<file path="src/rtl/id_pipe.sv">
// id_pipe: instruction decode stage with operand bypass and the ID/EX register.
//   clk, rst          : single clock, synchronous active-high reset
//   flush_i, stall_i  : pipeline control (flush loads a bubble, stall holds ID/EX)
//   inst_valid_i, pc_i, inst_i : instruction being decoded
//   reg1/2_data_i     : regfile read data; reg1/2_read_o, reg1/2_addr_o drive the reads
//   byp_*_i           : write-back bypass channels, channel 0 is youngest (wins)
//   stall_req_o       : load-use hazard request to fetch
//   *_o (registered)  : ID/EX register contents
module id_pipe #(
  parameter int DATA_W  = 32,
  parameter int NUM_BYP = 2
) (
  input  logic                      clk,
  input  logic                      rst,
  input  logic                      flush_i,
  input  logic                      stall_i,
  input  logic                      inst_valid_i,
  input  logic [31:0]               pc_i,
  input  logic [31:0]               inst_i,
  input  logic [DATA_W-1:0]         reg1_data_i,
  input  logic [DATA_W-1:0]         reg2_data_i,
  input  logic [NUM_BYP-1:0]        byp_wreg_i,
  input  logic [5*NUM_BYP-1:0]      byp_wd_i,
  input  logic [DATA_W*NUM_BYP-1:0] byp_wdata_i,
  output logic                      reg1_read_o,
  output logic                      reg2_read_o,
  output logic [4:0]                reg1_addr_o,
  output logic [4:0]                reg2_addr_o,
  output logic                      stall_req_o,
  output logic                      valid_o,
  output logic [31:0]               pc_o,
  output logic [7:0]                aluop_o,
  output logic [2:0]                alusel_o,
  output logic [DATA_W-1:0]         reg1_o,
  output logic [DATA_W-1:0]         reg2_o,
  output logic [4:0]                wd_o,
  output logic                      wreg_o,
  output logic                      is_load_o,
  output logic                      inst_invalid_o
);

  localparam logic [7:0] EXE_NOP_OP  = 8'h00, EXE_AND_OP  = 8'h24, EXE_OR_OP   = 8'h25,
                         EXE_XOR_OP  = 8'h26, EXE_NOR_OP  = 8'h27, EXE_SLL_OP  = 8'h7C,
                         EXE_SRL_OP  = 8'h02, EXE_SRA_OP  = 8'h03, EXE_SLLV_OP = 8'h04,
                         EXE_SRLV_OP = 8'h06, EXE_SRAV_OP = 8'h07, EXE_MOVZ_OP = 8'h0A,
                         EXE_MOVN_OP = 8'h0B, EXE_MFHI_OP = 8'h10, EXE_MTHI_OP = 8'h11,
                         EXE_MFLO_OP = 8'h12, EXE_MTLO_OP = 8'h13, EXE_LW_OP   = 8'hE3;
  localparam logic [2:0] EXE_RES_NOP = 3'd0, EXE_RES_LOGIC = 3'd1, EXE_RES_SHIFT = 3'd2,
                         EXE_RES_MOVE = 3'd3, EXE_RES_LOAD = 3'd7;

  typedef struct packed {
    logic              valid;
    logic [31:0]       pc;
    logic [7:0]        aluop;
    logic [2:0]        alusel;
    logic [DATA_W-1:0] reg1;
    logic [DATA_W-1:0] reg2;
    logic [4:0]        wd;
    logic              wreg;
    logic              is_load;
    logic              invalid;
  } idex_t;

  localparam idex_t BUBBLE = '0;

  idex_t idex_q, idex_d, dec;

  logic [5:0]        op, func;
  logic [4:0]        rs, rt, rd;
  logic              rd1, rd2, is_movz, is_movn;
  logic [DATA_W-1:0] imm, op1, op2;

  assign op   = inst_i[31:26];
  assign rs   = inst_i[25:21];
  assign rt   = inst_i[20:16];
  assign rd   = inst_i[15:11];
  assign func = inst_i[5:0];

  // Decode. Nothing is enabled during reset or when no instruction is present,
  // which also keeps the hazard detector quiet in those cycles.
  always_comb begin
    dec     = BUBBLE;
    rd1     = 1'b0;
    rd2     = 1'b0;
    imm     = '0;
    is_movz = 1'b0;
    is_movn = 1'b0;
    if (!rst && inst_valid_i) begin
      dec.valid = 1'b1;
      dec.pc    = pc_i;
      dec.wd    = rd;
      case (op)
        6'b000000: begin
          case (func)
            6'b100100, 6'b100101, 6'b100110, 6'b100111: begin
              rd1 = 1'b1; rd2 = 1'b1; dec.wreg = 1'b1; dec.alusel = EXE_RES_LOGIC;
              case (func[1:0])
                2'b00:   dec.aluop = EXE_AND_OP;
                2'b01:   dec.aluop = EXE_OR_OP;
                2'b10:   dec.aluop = EXE_XOR_OP;
                default: dec.aluop = EXE_NOR_OP;
              endcase
            end
            6'b000100, 6'b000110, 6'b000111: begin
              rd1 = 1'b1; rd2 = 1'b1; dec.wreg = 1'b1; dec.alusel = EXE_RES_SHIFT;
              dec.aluop = (func[1:0] == 2'b00) ? EXE_SLLV_OP :
                          (func[1:0] == 2'b10) ? EXE_SRLV_OP : EXE_SRAV_OP;
            end
            6'b000000, 6'b000010, 6'b000011: begin
              rd2 = 1'b1; dec.wreg = 1'b1; dec.alusel = EXE_RES_SHIFT;
              imm = DATA_W'(inst_i[10:6]);
              dec.aluop = (func[1:0] == 2'b00) ? EXE_SLL_OP :
                          (func[1:0] == 2'b10) ? EXE_SRL_OP : EXE_SRA_OP;
            end
            6'b010000, 6'b010010: begin
              dec.wreg = 1'b1; dec.alusel = EXE_RES_MOVE;
              dec.aluop = func[1] ? EXE_MFLO_OP : EXE_MFHI_OP;
            end
            6'b010001, 6'b010011: begin
              rd1 = 1'b1;
              dec.aluop = func[1] ? EXE_MTLO_OP : EXE_MTHI_OP;
            end
            6'b001010, 6'b001011: begin
              rd1 = 1'b1; rd2 = 1'b1; dec.alusel = EXE_RES_MOVE;
              is_movn = func[0];
              is_movz = !func[0];
              dec.aluop = func[0] ? EXE_MOVN_OP : EXE_MOVZ_OP;
            end
            6'b001111: ;  // SYNC: no write-back
            default: dec.invalid = 1'b1;
          endcase
        end
        6'b001100, 6'b001101, 6'b001110: begin
          rd1 = 1'b1; dec.wreg = 1'b1; dec.wd = rt; dec.alusel = EXE_RES_LOGIC;
          imm = DATA_W'(inst_i[15:0]);
          dec.aluop = (op[1:0] == 2'b00) ? EXE_AND_OP :
                      (op[1:0] == 2'b01) ? EXE_OR_OP : EXE_XOR_OP;
        end
        6'b001111: begin  // LUI evaluates as $rs | (imm << 16) with rs = $0
          rd1 = 1'b1; dec.wreg = 1'b1; dec.wd = rt; dec.alusel = EXE_RES_LOGIC;
          dec.aluop = EXE_OR_OP;
          imm = DATA_W'({inst_i[15:0], 16'h0000});
        end
        6'b100011: begin
          rd1 = 1'b1; dec.wreg = 1'b1; dec.wd = rt; dec.is_load = 1'b1;
          dec.aluop = EXE_LW_OP; dec.alusel = EXE_RES_LOAD;
          imm = DATA_W'($signed(inst_i[15:0]));
        end
        6'b110011: ;  // PREF: no write-back
        default: dec.invalid = 1'b1;
      endcase
    end
  end

  function automatic logic [DATA_W-1:0] pick(input logic en, input logic [4:0] addr,
                                             input logic [DATA_W-1:0] rf,
                                             input logic [DATA_W-1:0] imm_v);
    logic hit;
    pick = rf;
    hit  = 1'b0;
    if (!en) begin
      pick = imm_v;
    end else if (addr == 5'd0) begin
      pick = '0;
    end else begin
      for (int i = 0; i < NUM_BYP; i++) begin
        if (!hit && byp_wreg_i[i] && byp_wd_i[5*i +: 5] == addr) begin
          pick = byp_wdata_i[DATA_W*i +: DATA_W];
          hit  = 1'b1;
        end
      end
    end
  endfunction

  assign op1 = pick(rd1, rs, reg1_data_i, imm);
  assign op2 = pick(rd2, rt, reg2_data_i, imm);

  assign reg1_read_o = rd1;
  assign reg2_read_o = rd2;
  assign reg1_addr_o = rst ? 5'd0 : rs;
  assign reg2_addr_o = rst ? 5'd0 : rt;

  assign stall_req_o = !rst && !stall_i && idex_q.valid && idex_q.is_load &&
                       (idex_q.wd != 5'd0) &&
                       ((rd1 && rs == idex_q.wd) || (rd2 && rt == idex_q.wd));

  always_comb begin
    idex_d = idex_q;
    if (flush_i) begin
      idex_d = BUBBLE;
    end else if (stall_i) begin
      idex_d = idex_q;
    end else if (stall_req_o || !inst_valid_i) begin
      idex_d = BUBBLE;
    end else begin
      idex_d      = dec;
      idex_d.reg1 = op1;
      idex_d.reg2 = op2;
      // conditional moves resolve write-enable on the forwarded rt value
      if (is_movn) idex_d.wreg = (op2 != '0);
      if (is_movz) idex_d.wreg = (op2 == '0);
    end
  end

  always_ff @(posedge clk) begin
    if (rst) idex_q <= BUBBLE;
    else     idex_q <= idex_d;
  end

  assign valid_o        = idex_q.valid;
  assign pc_o           = idex_q.pc;
  assign aluop_o        = idex_q.aluop;
  assign alusel_o       = idex_q.alusel;
  assign reg1_o         = idex_q.reg1;
  assign reg2_o         = idex_q.reg2;
  assign wd_o           = idex_q.wd;
  assign wreg_o         = idex_q.wreg;
  assign is_load_o      = idex_q.is_load;
  assign inst_invalid_o = idex_q.invalid;

endmodule

</file>
<file path="config.mk">
export PLATFORM = sky130hd
export DESIGN_NAME = id_pipe
export DESIGN_NICKNAME = d
export VERILOG_FILES = /design/src/rtl/id_pipe.sv
export SDC_FILE = /design/constraint.sdc
export NUM_CORES = 1
export LEC_CHECK = 0
export ABC_AREA = 1
export ABC_CLOCK_PERIOD_IN_PS = 4700
export BUFFER_PORTS_ARGS = -buffer_cell sky130_fd_sc_hd__buf_2
export CORE_ASPECT_RATIO = 0.9
export CORE_MARGIN = 4
export CORE_UTILIZATION = 25
export CTS_CLUSTER_SIZE = 30
export DETAILED_ROUTE_END_ITERATION = 10
export PLACE_DENSITY_LB_ADDON = 0.25
export SLEW_MARGIN = 20
export SYNTH_ARGS = -nofsm -noshare
export SYNTH_HDL_FRONTEND = slang
export SYNTH_SLANG_ARGS = --single-unit
</file>
<file path="constraint.sdc">
create_clock -name clk -period 4.7 [get_ports clk]
set_input_delay 0.235 -clock clk [delete_from_list [all_inputs] [get_ports clk]]
set_output_delay 0.235 -clock clk [all_outputs]
set_load 0.005 [all_outputs]
</file>
* Word level (Yosys, flattened, before mapping) *
Index checks and enable logic that the tools add are counted.

cells by class
  eq/ne operators = 31
  multiplexer cells = 55
  reduce and logical (&&, ||, !) cells = 47

operator list
  cell                  number
  $mux W32              9
  $pmux W32 S4          1
  $mux W116             1
  $mux W44              1
  $pmux W11 S4          1
  $eq A6 B4 Y1 const B  7
  $pmux W7 S6           1
  $eq A6 B6 Y1 const B  6
  $logic_not A32 Y1     1
  $reduce_bool A32 Y1   1
  $eq A5 B5 Y1          6
  $mux W1               25
  $eq A6 B5 Y1 const B  4
  $reduce_or A12 Y1     2
  $mux W5               4
  $eq A6 B3 Y1 const B  3
  $reduce_or A17 Y1     1
  $logic_and A1 B1 Y1   14
  $eq A6 B2 Y1 const B  2
  $logic_not A6 Y1      2
  $pmux W2 S3           2
  $reduce_or A6 Y1      2
  $reduce_or A11 Y1     1
  $logic_not A5 Y1      2
  other kinds (14)      34

word-level totals
  register bits = 116
  bits of input ports = 209
  output and inout bits = 129

* Depth between registers and ports, before layout *
Gate-level depths: netlist of run 1.

  depth after elaboration = 16
  mapped depth = 22
  gate-level depth less buffers = 21

* Least setup slack after synthesis of run 1 *
No wires, ideal clock.

  path kind = input to register
  start = input port inst_i[28]
  end = register idex_q (netlist bit reg1_o[31])
  arrival time = 2026 ps
  setup slack = 2541 ps
  stages on the path = 15
  buffers on the path = 1
  cell sequence = nor2_1 nand4_2 nand2_4 inv_2 nand2_2 nand2_2 nor2_4 nand4_1 a21oi_2 nor2_4 nand2_4 inv_4 buf_2 o2111ai_1 a21oi_1

between the ends
  word-level cells in the longest chain between the ends = 9
  elaborated cells on any way between the ends = 21
  those cells by class = eq/ne: 5; mux: 8; reduce/logical: 8

ends and longest elaborated chain
  what                                                 RTL line  source
  start, declared                                      19        input logic [31:0] inst_i,
  $eq A6 B6 Y1 / $eq A6 B4 Y1 (equally long branches)  92        case (op)
  $reduce_or A5 Y1 (no line)                           n/a
  $pmux W1 S2 *                                        92
  $mux W1 *                                            88        if (!rst && inst_valid_i) begin
  net reg1_read_o                                      25        output logic reg1_read_o,
  $logic_and A1 B1 Y1                                  185       ((rd1 && rs == idex_q.wd) || (rd2 && rt == idex_q.wd));
  $logic_or A1 B1 Y1                                   185
  $logic_and A1 B1 Y1                                  184       (idex_q.wd != 5'd0) &&
  $logic_or A1 B1 Y1                                   193       end else if (stall_req_o || !inst_valid_i) begin
  $mux W116 *                                          193
  end signal, assigned                                 207       else idex_q <= idex_d;
  end, declared                                        66        idex_t idex_q, idex_d, dec;

Mark *: on every way through the listed nets, which the timed path passes. The rest lies on a longest branch.
A chain may end at the register's enable or synchronous reset.

* Worst setup path in the final report of run 1 *
  start = input port inst_i[2]
  end = register idex_q (netlist bit wreg_o)

between the ends
  word-level cells in the longest chain between the ends = 10
  elaborated cells on any way between the ends = 50
  those cells by class = eq/ne: 15; mux: 22; reduce/logical: 13

ends and longest elaborated chain
  what                                                              RTL line  source
  $eq A6 B2 Y1 (tied with other cells)                              94        case (func)
  $reduce_or A3 Y1 (tied with other cells)                          n/a
  $mux W5 / $mux W1 (equally long branches)                         94
  $pmux W32 S4 (tied with other cells)                              92
  $mux W32 / $mux W1 (equally long branches)                        88
  $mux W32 / $logic_and A1 B1 Y1 (equally long branches)            161, 185
  $reduce_bool A32 Y1 / $logic_or A1 B1 Y1 (equally long branches)  200, 185
  $mux W1 / $logic_and A1 B1 Y1 (equally long branches)             200, 184
  $mux W1 / $logic_or A1 B1 Y1 (equally long branches)              201, 193
  $mux W116 *                                                       193

Every way passes the cells marked *; elsewhere a longest branch is shown, timed or not.

==> metrics, run 1 <==
status completed; setup_tns 0 ns; Avg Inst Size Synth between 6 and 7 sq um; routability congestion estimate between 0.9 and 1; Reg power frac 35.0%; Std-Cell Rows between 50 and 60; drt pass-1 iters 5; Top cell by count, worst path nand2_1; RSZ-0062 raised after global routing no; post-CTS setup repair buffer count 0; logic gate share of total power 13.4%; Bufs and invs on worst path 2; fraction of layout cells with a size suffix above 1 about 27%; Worst Tran Pin Value between 1 and 1.5 ns; initial antenna violation count 6; Seq cells post-synth between 100 and 150; Final Instance Area 10000 sq um; DR WL/cell about 19 um; leading cell types in the layout, fill and taps excluded nand2_1 (368), buf_2 (336), a21oi_1 (125); mux share of post-synthesis cell area 0%; VDD IR max 239 uV; Via density ~4.9; post-synthesis compound-gate area fraction roughly a quarter; first-pass GRT wire length 54800 um; largest net degree at the start of global routing 70; Nets around 1700; XOR/XNOR Fraction of Synth Area approximately 1.4%; power share of the clock group between 50% and 60%; max_cap viols 0; HPWL after DPL 28600 um; setup violators final 0; critical path required time 5.06 ns; final count of pins violating max slew 0; WS Path Type in2reg; root buf cell clkbuf_16; hold slack ~0.04 ns; post-route minimum period 3.19 ns; crit-path cells buf_2 -> inv_1 -> nand2_1 -> nor2_1 -> nand2_1 -> nand3_1 -> nand2_1 -> nor2_2 -> o21ai_0 -> o21ai_0 -> a21oi_1 -> nand3_1 -> nor2_1 -> nand2_1 -> nand2_1 -> nand2_1 -> nand2_1 -> a21oi_2; DIE AREA between 30000 and 40000 sq um; Power Dens Cells about 280 nW/um^2; DP Area just over 9000 sq um; worst-path maximum fanout 24; Worst Setup Start Kind input pin; Switching Fraction between 20 and 30%; # DRC 0; TritonCTS Buffers 17; largest family of logic cells by synthesized area simple AND/OR/NAND/NOR gates; Syn Inst Count roughly 1200; Fill cells 3348; core area roughly 29000 sq um; cell family with most CP delay simple AND/OR/NAND/NOR gates; NetSw 0.784 mW; Fin. Hold Viols 0; commonest non-fill, non-tap cell in the layout nand2_1; GRT overflow 0; post-CTS sizing 0; CTS Sinks around 110; Worst Setup End Kind register; TritonCTS clock tree built; LEAKAGE slightly below 5 nW; share of the yosys chip area belonging to registers between 30% and 40%; post-synth cell types 40; Clock Path Buffers 2; Achievable Freq approximately 0.31 GHz; starting DRC count in detailed routing around 660; post-synthesis simple-gate area fraction 33.3%; H-tree level count 4; Synth area leaders dfxtp_1 (31%), nand2_1 (19%), a21oi_1 (8.4%), o21ai_0 (7.0%), nor2_1 (6.1%); Port-buffer cells approximately 340; via count 9477; Worst-path clk slew ~0.06 ns; num ports 338; initial core utilization between 20% and 30%; Mapped Area ~7400 sq um; period utilization between 60% and 70%; Worst slew margin between 20% and 30%; Routed Antenna Nets 0; Hold Buf Count CTS 0; vias in the first global route ~9300; crit-path max cell delay 0.83 ns; Die H around 170 um; Synth Area in Adders 0%; crit path DAT about 3.6 ns; crit path max-delay cell type nor2_2; Yosys warning total 0; Hold WC Path Type in2reg; DRT Wirelength between 30000 and 40000 um; Syn Nets about 1400; Internal 1.99 mW; Tot GR Track Use 21.9%; clk_lat worst skew approximately 0.43 ns; post-synth top area cell dfxtp_1; Synth top area share 30.7%; Area Growth Syn to Fin 34.6%; Clock Skews around 0.0094 ns; die width approximately 190 um
worst min-delay path, cell delays in order:
cell and delay (ns):
buf_2 0.09, nand2_1 0.05, a21oi_1 0.05
state kept, by name, summed over array words and instances (netlist names):
| name | flops |
|---|---|
| reg2_o | 32 |
| inst_invalid_o | 1 |
| valid_o | 1 |
| alusel_o | 2 |
| aluop_o | 8 |
| wreg_o | 1 |
| pc_o | 32 |
| wd_o | 5 |
| reg1_o | 32 |
routing by layer:
layer	share of wire (%)	GRT usage (%)	vias up	wire length [um]
met5	0.11	0	-	42
met4	2.9	8.71	6	1090
met3	7.8	5.22	69	2890
met2	45	34.9	403	16600
met1	44	28.7	4364	16200
li1	-	-	4635	-
area by class of cell:
class / count / area [sq um] / area share (%)
antenna: 3 / 7.51 / 0.0751
clock buffer: 17 / 425 / 4.26
clock inverter: 15 / 208 / 2.08
inverter: 117 / 442 / 4.42
multi-input combinational: 923 / 4400 / 44.0
sequential: 114 / 2280 / 22.8
tap: 396 / 495 / 4.96
timing repair buffer: 344 / 1740 / 17.4
path summary, 6_finish.rpt:
| path | startpoint | endpoint | slack (ns) | cells past startpoint |
|---|---|---|---|---|
| max | inst_i[2] | wreg_o | 1.51 | 18 |
| min | pc_i[10] | pc_o[10] | 0.04 | 3 |
| max reg2reg | wd_o[3] | wd_o[4] | 2.33 | 9 |
| min reg2reg | pc_o[17] | pc_o[17] | 0.45 | 2 |
synth_stat cells:
master and count:
a21oi_2 4, nand4_2 2, nor3_1 15, nor2_8 2, o21ai_0 104, a221oi_1 2
o22ai_1 4, inv_1 103, inv_2 13, o2111ai_1 27, buf_4 7, clkbuf_1 43
nor2_1 120, or2_2 1, nor2_4 3, nor4_1 3, nand2_1 368, nor3_4 1
xnor2_1 4, o311ai_0 1, nand2_4 2, a21oi_1 125, dfxtp_1 114, inv_4 1
a41oi_1 1, xor2_1 8, a2bb2oi_1 5, buf_2 17, a31oi_1 2, nand4_1 11
nor2_2 5, nand2_2 4, o211ai_1 10, o31ai_1 2, buf_6 3, o32ai_1 1
nand3b_1 1, nand3_1 54, a211oi_2 1, o21ai_1 30
per-stage QoR:
step | setup WS, ns | total power [mW] | utilization (%) | std cells
after detailed placement | 1.12 | 1.36 | 32.2 | 1894
final | 1.51 | 2.78 | 34.4 | 1929
after floorplan | 2.54 | 1.18 | - | 1224
after CTS | 1.55 | 2.81 | 34.3 | 1926
after global placement | 1.01 | 1.37 | 32.2 | 1894
after global routing | 1.32 | 2.89 | 34.4 | 1929
power by group through the flow:
stage	registers [mW]	logic, mW	clock network, mW
finish	0.974	0.372	1.43
global route	0.974	0.413	1.51
CTS	0.974	0.370	1.46
detailed placement	0.995	0.369	0
global placement	0.995	0.371	0
floorplan	0.995	0.185	0
cells by family after synthesis:
group,count (synthesis)
and+or+nand+nor,592
AOI/OAI and AO/OA,319
buffers and inverters,187
DFF,114
xor gates and xnor gates,12
Power figures use the tool's default switching activity.
==> run 2, diff against run 1 <==
ABC_AREA = 0   (was 1)
ABC_CLOCK_PERIOD_IN_PS = 2830   (was 4700)
clock period = 2.83 ns   (was 4.7 ns; I/O delays follow)
==> metrics, run 2 <==
Top cell by count, worst path nand4_1; hold_sp byp_wdata_i[42]; DRT Wirelength about 36000 um; Synth top area share 32.0%; Area Growth Syn to Fin 48.1%; initial antenna violation count 2; Synth area leaders dfxtp_1 (32%), nor2_1 (9.7%), a21oi_1 (8.3%), a22oi_1 (7.3%), mux2i_1 (4.9%); commonest non-fill, non-tap cell in the layout buf_2; Via density between 5 and 6; Fin. Hold Viols 0; Seq cells post-synth between 100 and 150; clk_lat worst skew 0.43 ns; Bufs and invs on worst path 2; status completed; ys flop type dfxtp_1; via count around 9000; most common cell in the netlist nor2_1; Nets between 1500 and 2000; Worst Setup Start Kind input pin; core area about 28000 sq um; cell family with most CP delay simple AND/OR/NAND/NOR gates; LEAKAGE between 4 and 5 nW; Worst slew margin between 30% and 40%; Clock Path Buffers 2; routability congestion estimate 0.906; max_cap viols 0; starting DRC count in detailed routing ~720; setup_tns 0 ns; Std-Cell Rows 58; leading cell types in the layout, fill and taps excluded buf_2 (336), nor2_1 (184), a21oi_1 (118); Syn Nets 1176; Worst Setup End Kind register; RSZ-0062 raised after global routing no; Achievable Freq between 0.3 and 0.4 GHz; Hold WC Path Type in2reg; WS Path Type in2reg; Routed Antenna Nets 0; TritonCTS clock tree built; final count of pins violating max slew 0; Post-synth top cells nor2_1 (185), a21oi_1 (118), dfxtp_1 (114); post-synth top area cell dfxtp_1; crit-path cells buf_2 -> xnor2_1 -> nand4_1 -> or2_2 -> buf_12 -> nand4_1 -> nor4bb_1 -> nand4_1 -> nor4_1 -> a21bo_1 -> o211ai_2; overall power 4.48 mW; fraction of layout cells with a size suffix above 1 between 30% and 40%; Reg2Reg Launch Point wd_o[1]; DP Cell Count around 1700; initial core utilization between 20% and 30%; Worst-path clk slew around 0.060 ns; first-pass GRT wire length between 50000 and 60000 um; crit path max-delay cell type nor4bb_1; post-route minimum period approximately 2.6 ns; crit path DAT about 2.9 ns; die width approximately 190 um; setup violators final 0; HPWL after DPL around 28000 um; GRT overflow 0; H-tree level count 4; Layout Utilization a little under two fifths; vias in the first global route 8767; Yosys warning total 0; Power Dens Cells 425 nW/um^2; drt pass-1 iters 5; Mapped Area 7120 sq um; Cell Count, Final, Fillers Out approximately 1700; DIE AREA 31300 sq um; num ports around 340; hold slack approximately 0.14 ns; share of the yosys chip area belonging to registers between 30% and 40%; crit-path max cell delay 0.51 ns; DR WL/cell between 20 and 25 um; TritonCTS Buffers 17; VDD IR max 333 uV; critical path required time 3.12 ns; Die H 168 um; Avg Inst Size Synth 7.37 sq um; period utilization about nine tenths; Port-buffer cells between 300 and 400; Tot GR Track Use between 20% and 30%; CP Launch Point inst_i[16]; CTS Sinks 114; largest net degree at the start of global routing 83; # DRC 0; post-synth cell types 64; root buf cell clkbuf_16; number of synthesized flops with an enable pin 0; Clock Skews 0.00565 ns; Worst Tran Pin Value 0.973 ns; worst-path maximum fanout 14; Syn Inst Count between 900 and 1000; asr flop ratio synth 0%
## run 2: changes by cell type after synthesis, moves of 14 or more
| cell | before | now |
|---|---|---|
| nand3_1 | 54 | 4 |
| o21ai_1 | 30 | 3 |
| and3_1 | 0 | 16 |
| nand2_1 | 368 | 58 |
| nor2_1 | 120 | 185 |
| a22oi_1 | 0 | 69 |
| nor2b_1 | 0 | 14 |
| mux2i_1 | 0 | 35 |
| o2111ai_1 | 27 | 1 |
| inv_1 | 103 | 19 |
| clkbuf_1 | 43 | 70 |
| o21a_1 | 0 | 15 |
| o21ai_0 | 104 | 41 |
## run 2: layer usage
metal | vias up | part of all wire [%] | global-route usage (%)
li1 | 4265 | - | -
met1 | 4219 | 42 | 28.7
met2 | 446 | 47 | 37.6
met3 | 39 | 8.6 | 5.18
met4 | 2 | 1.7 | 5.42
met5 | - | 0.036 | 0
## run 2: what timing repair did
action                                 4_1_cts  5_1_grt
gates cloned                                 1        0
gates resized for setup                      0        2
pin swaps                                    1        2
setup endpoints to repair                    2       33
hold buffers                                32        0
buffers inserted                             0        1
endpoints found under the hold margin       32        0
## run 2: report_power, final
part / leakage, nW / total [mW] / switching [mW] / internal [mW]
Combinational: 3.37 / 0.715 / 0.398 / 0.317
Clock: 0.272 / 2.15 / 0.818 / 1.33
Sequential: 0.919 / 1.62 / 0.00397 / 1.61
Total: 4.56 / 4.48 / 1.22 / 3.26
## run 2: logic make-up after synthesis
| group | share of synthesized area, % |
|---|---|
| compound gates | 29.6 |
| buf+inv | 6.27 |
| xor+xnor | 3.69 |
| flops | 32.0 |
| mux | 5.55 |
| simple gates | 22.8 |
## run 2: final cells by class
class,instances,area [sq um]
multi-input combinational,745,4440
clock buffer,22,464
tap,360,450
antenna,2,5.00
sequential,114,2280
clock inverter,9,106
timing repair buffer,455,2730
inverter,19,71.3
fill,3037,17500
## run 2: path summary, 6_finish.rpt
path | slack (ns) | end | cells past startpoint
hold / removal | 0.14 | reg1_o[10] | 5
setup / recovery | 0.26 | wreg_o | 11
setup reg to reg | 0.30 | wreg_o | 8
hold reg to reg | 0.46 | alusel_o[1] | 2
## run 2: worst register-to-register path, stage by stage, from the launching register on
cell      delay [ns]
dfxtp_1         0.30
or4_1           0.50
o21ai_0         0.14
a21oi_1         0.07
or3b_4          0.48
buf_4           0.19
nor4b_1         0.44
a21bo_1         0.28
o211ai_2        0.06
## run 2: stage by stage
step                      area [sq um]  setup WS (ns)
final                            10600          0.263
after global routing             10500         0.0529
after CTS                        10500         0.0477
after detailed placement          9630        -0.0821
after global placement            9630         -0.105
after floorplan                   7120          0.276
==> run 3, diff against run 2 <==
HOLD_SLACK_MARGIN = 0.15   (was default)
PLACE_DENSITY = 0.58   (was default)
PLACE_DENSITY_LB_ADDON = default   (was 0.25)
==> metrics, run 3 (same netlist as run 2, synthesis figures left out) <==
Fin. Hold Viols 0; Worst Tran Pin Value 0.913 ns; core area about 28000 sq um; Worst slew margin approximately two fifths; Internal approximately 3.6 mW; Fill cells around 2900; CP Launch Point wd_o[1]; Achievable Freq about 0.38 GHz; largest net degree at the start of global routing 74; final count of pins violating max slew 0; leading cell types in the layout, fill and taps excluded buf_2 (336), nor2_1 (184), a21oi_1 (118); CTS Sinks between 100 and 150; max_cap viols 0; DP Cell Count ~1600; status completed; Die H 168 um; Nets around 1500; Via density ~5.2; starting DRC count in detailed routing ~700; logic gate share of total power roughly 15%; Power Dens Cells ~460 nW/um^2; VDD IR max ~370 uV; Worst-path clk slew 0.06 ns; power share of the clock group 52.2%; H-tree level count 4; root buf cell clkbuf_16; DR WL/cell ~22 um; Std-Cell Rows 58; Reg power frac between 30% and 40%; setup_tns 0 ns; commonest non-fill, non-tap cell in the layout buf_2; crit path DAT about 3.0 ns; WS Path Type reg2reg; setup violators final 0; period utilization between 90% and 100%; post-CTS setup repair buffer count 0; Port-buffer cells ~340; Tot GR Track Use a little under a quarter; Worst Setup End Kind register; Reg2Reg Launch Point wd_o[1]; Hold WC Path Type in2reg; die width approximately 190 um; num ports 338; hold path depth 5; DRT Wirelength between 30000 and 40000 um; first-pass GRT wire length 54100 um; critical path required time about 3.2 ns; TritonCTS clock tree built; DIE AREA between 30000 and 40000 sq um; vias in the first global route 8748; Reg area ~2300 sq um; R2R depth 8; GRT overflow 0; routability congestion estimate ~0.9; Routed Antenna Nets 0; worst-path maximum fanout 22; hold_sp reg1_data_i[5]; initial core utilization approximately a quarter; TritonCTS Buffers 17; Area Growth Syn to Fin 48.3%; # DRC 0; post-route minimum period ~2.6 ns; RSZ-0062 raised after global routing no; LEAKAGE 4.53 nW; Clock Path Buffers 2; Switching Fraction between 20 and 30%; initial antenna violation count 4; clk_lat worst skew approximately 0.43 ns; drt pass-1 iters 5; fraction of layout cells with a size suffix above 1 between 30% and 40%; Cell Count, Final, Fillers Out 1709; Clock Skews a little under 0.009 ns; Worst Setup Start Kind register; via count between 8000 and 9000; area of the multi-input gates between 4000 and 5000 sq um; HPWL after DPL ~28000 um; hold slack 0.168 ns; NetSw between 1 and 1.5 mW
[run 3: cell type report]
type | count | share of cell area [%]
clock inverter | 15 | 2.42
sequential | 114 | 21.6
inverter | 19 | 0.675
clock buffer | 17 | 4.03
timing repair buffer | 438 | 25.0
multi-input combinational | 745 | 42.0
antenna | 1 | 0.0237
tap | 360 | 4.26
[run 3: per-stage QoR]
step / cell area, sq um / setup slack, ns / util (%) / total power, mW
after floorplan: 7120 / 0.276 / - / 1.96
after global placement: 9430 / -0.0866 / 33.7 / 2.31
after detailed placement: 9430 / -0.123 / 33.7 / 2.32
after CTS: 10600 / 0.0635 / 37.7 / 4.93
after global routing: 10600 / 0.0193 / 37.7 / 5.06
final: 10600 / 0.222 / 37.7 / 4.90
[run 3: timing repair]
item                                    in CTS  in global routing
endpoints found under the setup margin       2                 22
hold buffers                                44                  0
resized for setup                            0                  1
hold endpoints to repair                    42                  0
gates cloned                                 1                  0
pin swaps                                    1                  1
[run 3: path summary, 6_finish.rpt]
check                end  slack [ns]
max           aluop_o[4]        0.22
max reg2reg   aluop_o[4]        0.22
min            reg1_o[5]        0.17
min reg2reg  alusel_o[0]        0.47
[run 3: worst max-delay path, stage by stage (launching register included)]
cell and delay (ns):
dfxtp_1 0.31, or4_1 0.51, o21ai_0 0.15, a21oi_1 0.07, or3b_1 0.41, buf_12 0.18
nor2_4 0.52, o2111ai_1 0.21, a21oi_1 0.17
[run 3: power groups by stage]
| stage | Combinational, mW | Sequential, mW | Clock [mW] |
|---|---|---|---|
| after floorplan | 0.310 | 1.65 | 0 |
| after global placement | 0.663 | 1.65 | 0 |
| after detailed placement | 0.665 | 1.65 | 0 |
| after CTS | 0.717 | 1.62 | 2.60 |
| after global routing | 0.782 | 1.62 | 2.66 |
| final | 0.726 | 1.62 | 2.56 |
[run 3: per-layer routing]
| metal | track usage [%] | vias to the layer above | wire length, um |
|---|---|---|---|
| met5 | 0 | - | 27 |
| met4 | 6.27 | 4 | 857 |
| met3 | 5.94 | 53 | 3190 |
| met2 | 39.1 | 426 | 17600 |
| met1 | 28.0 | 4177 | 15100 |
| li1 | - | 4219 | - |
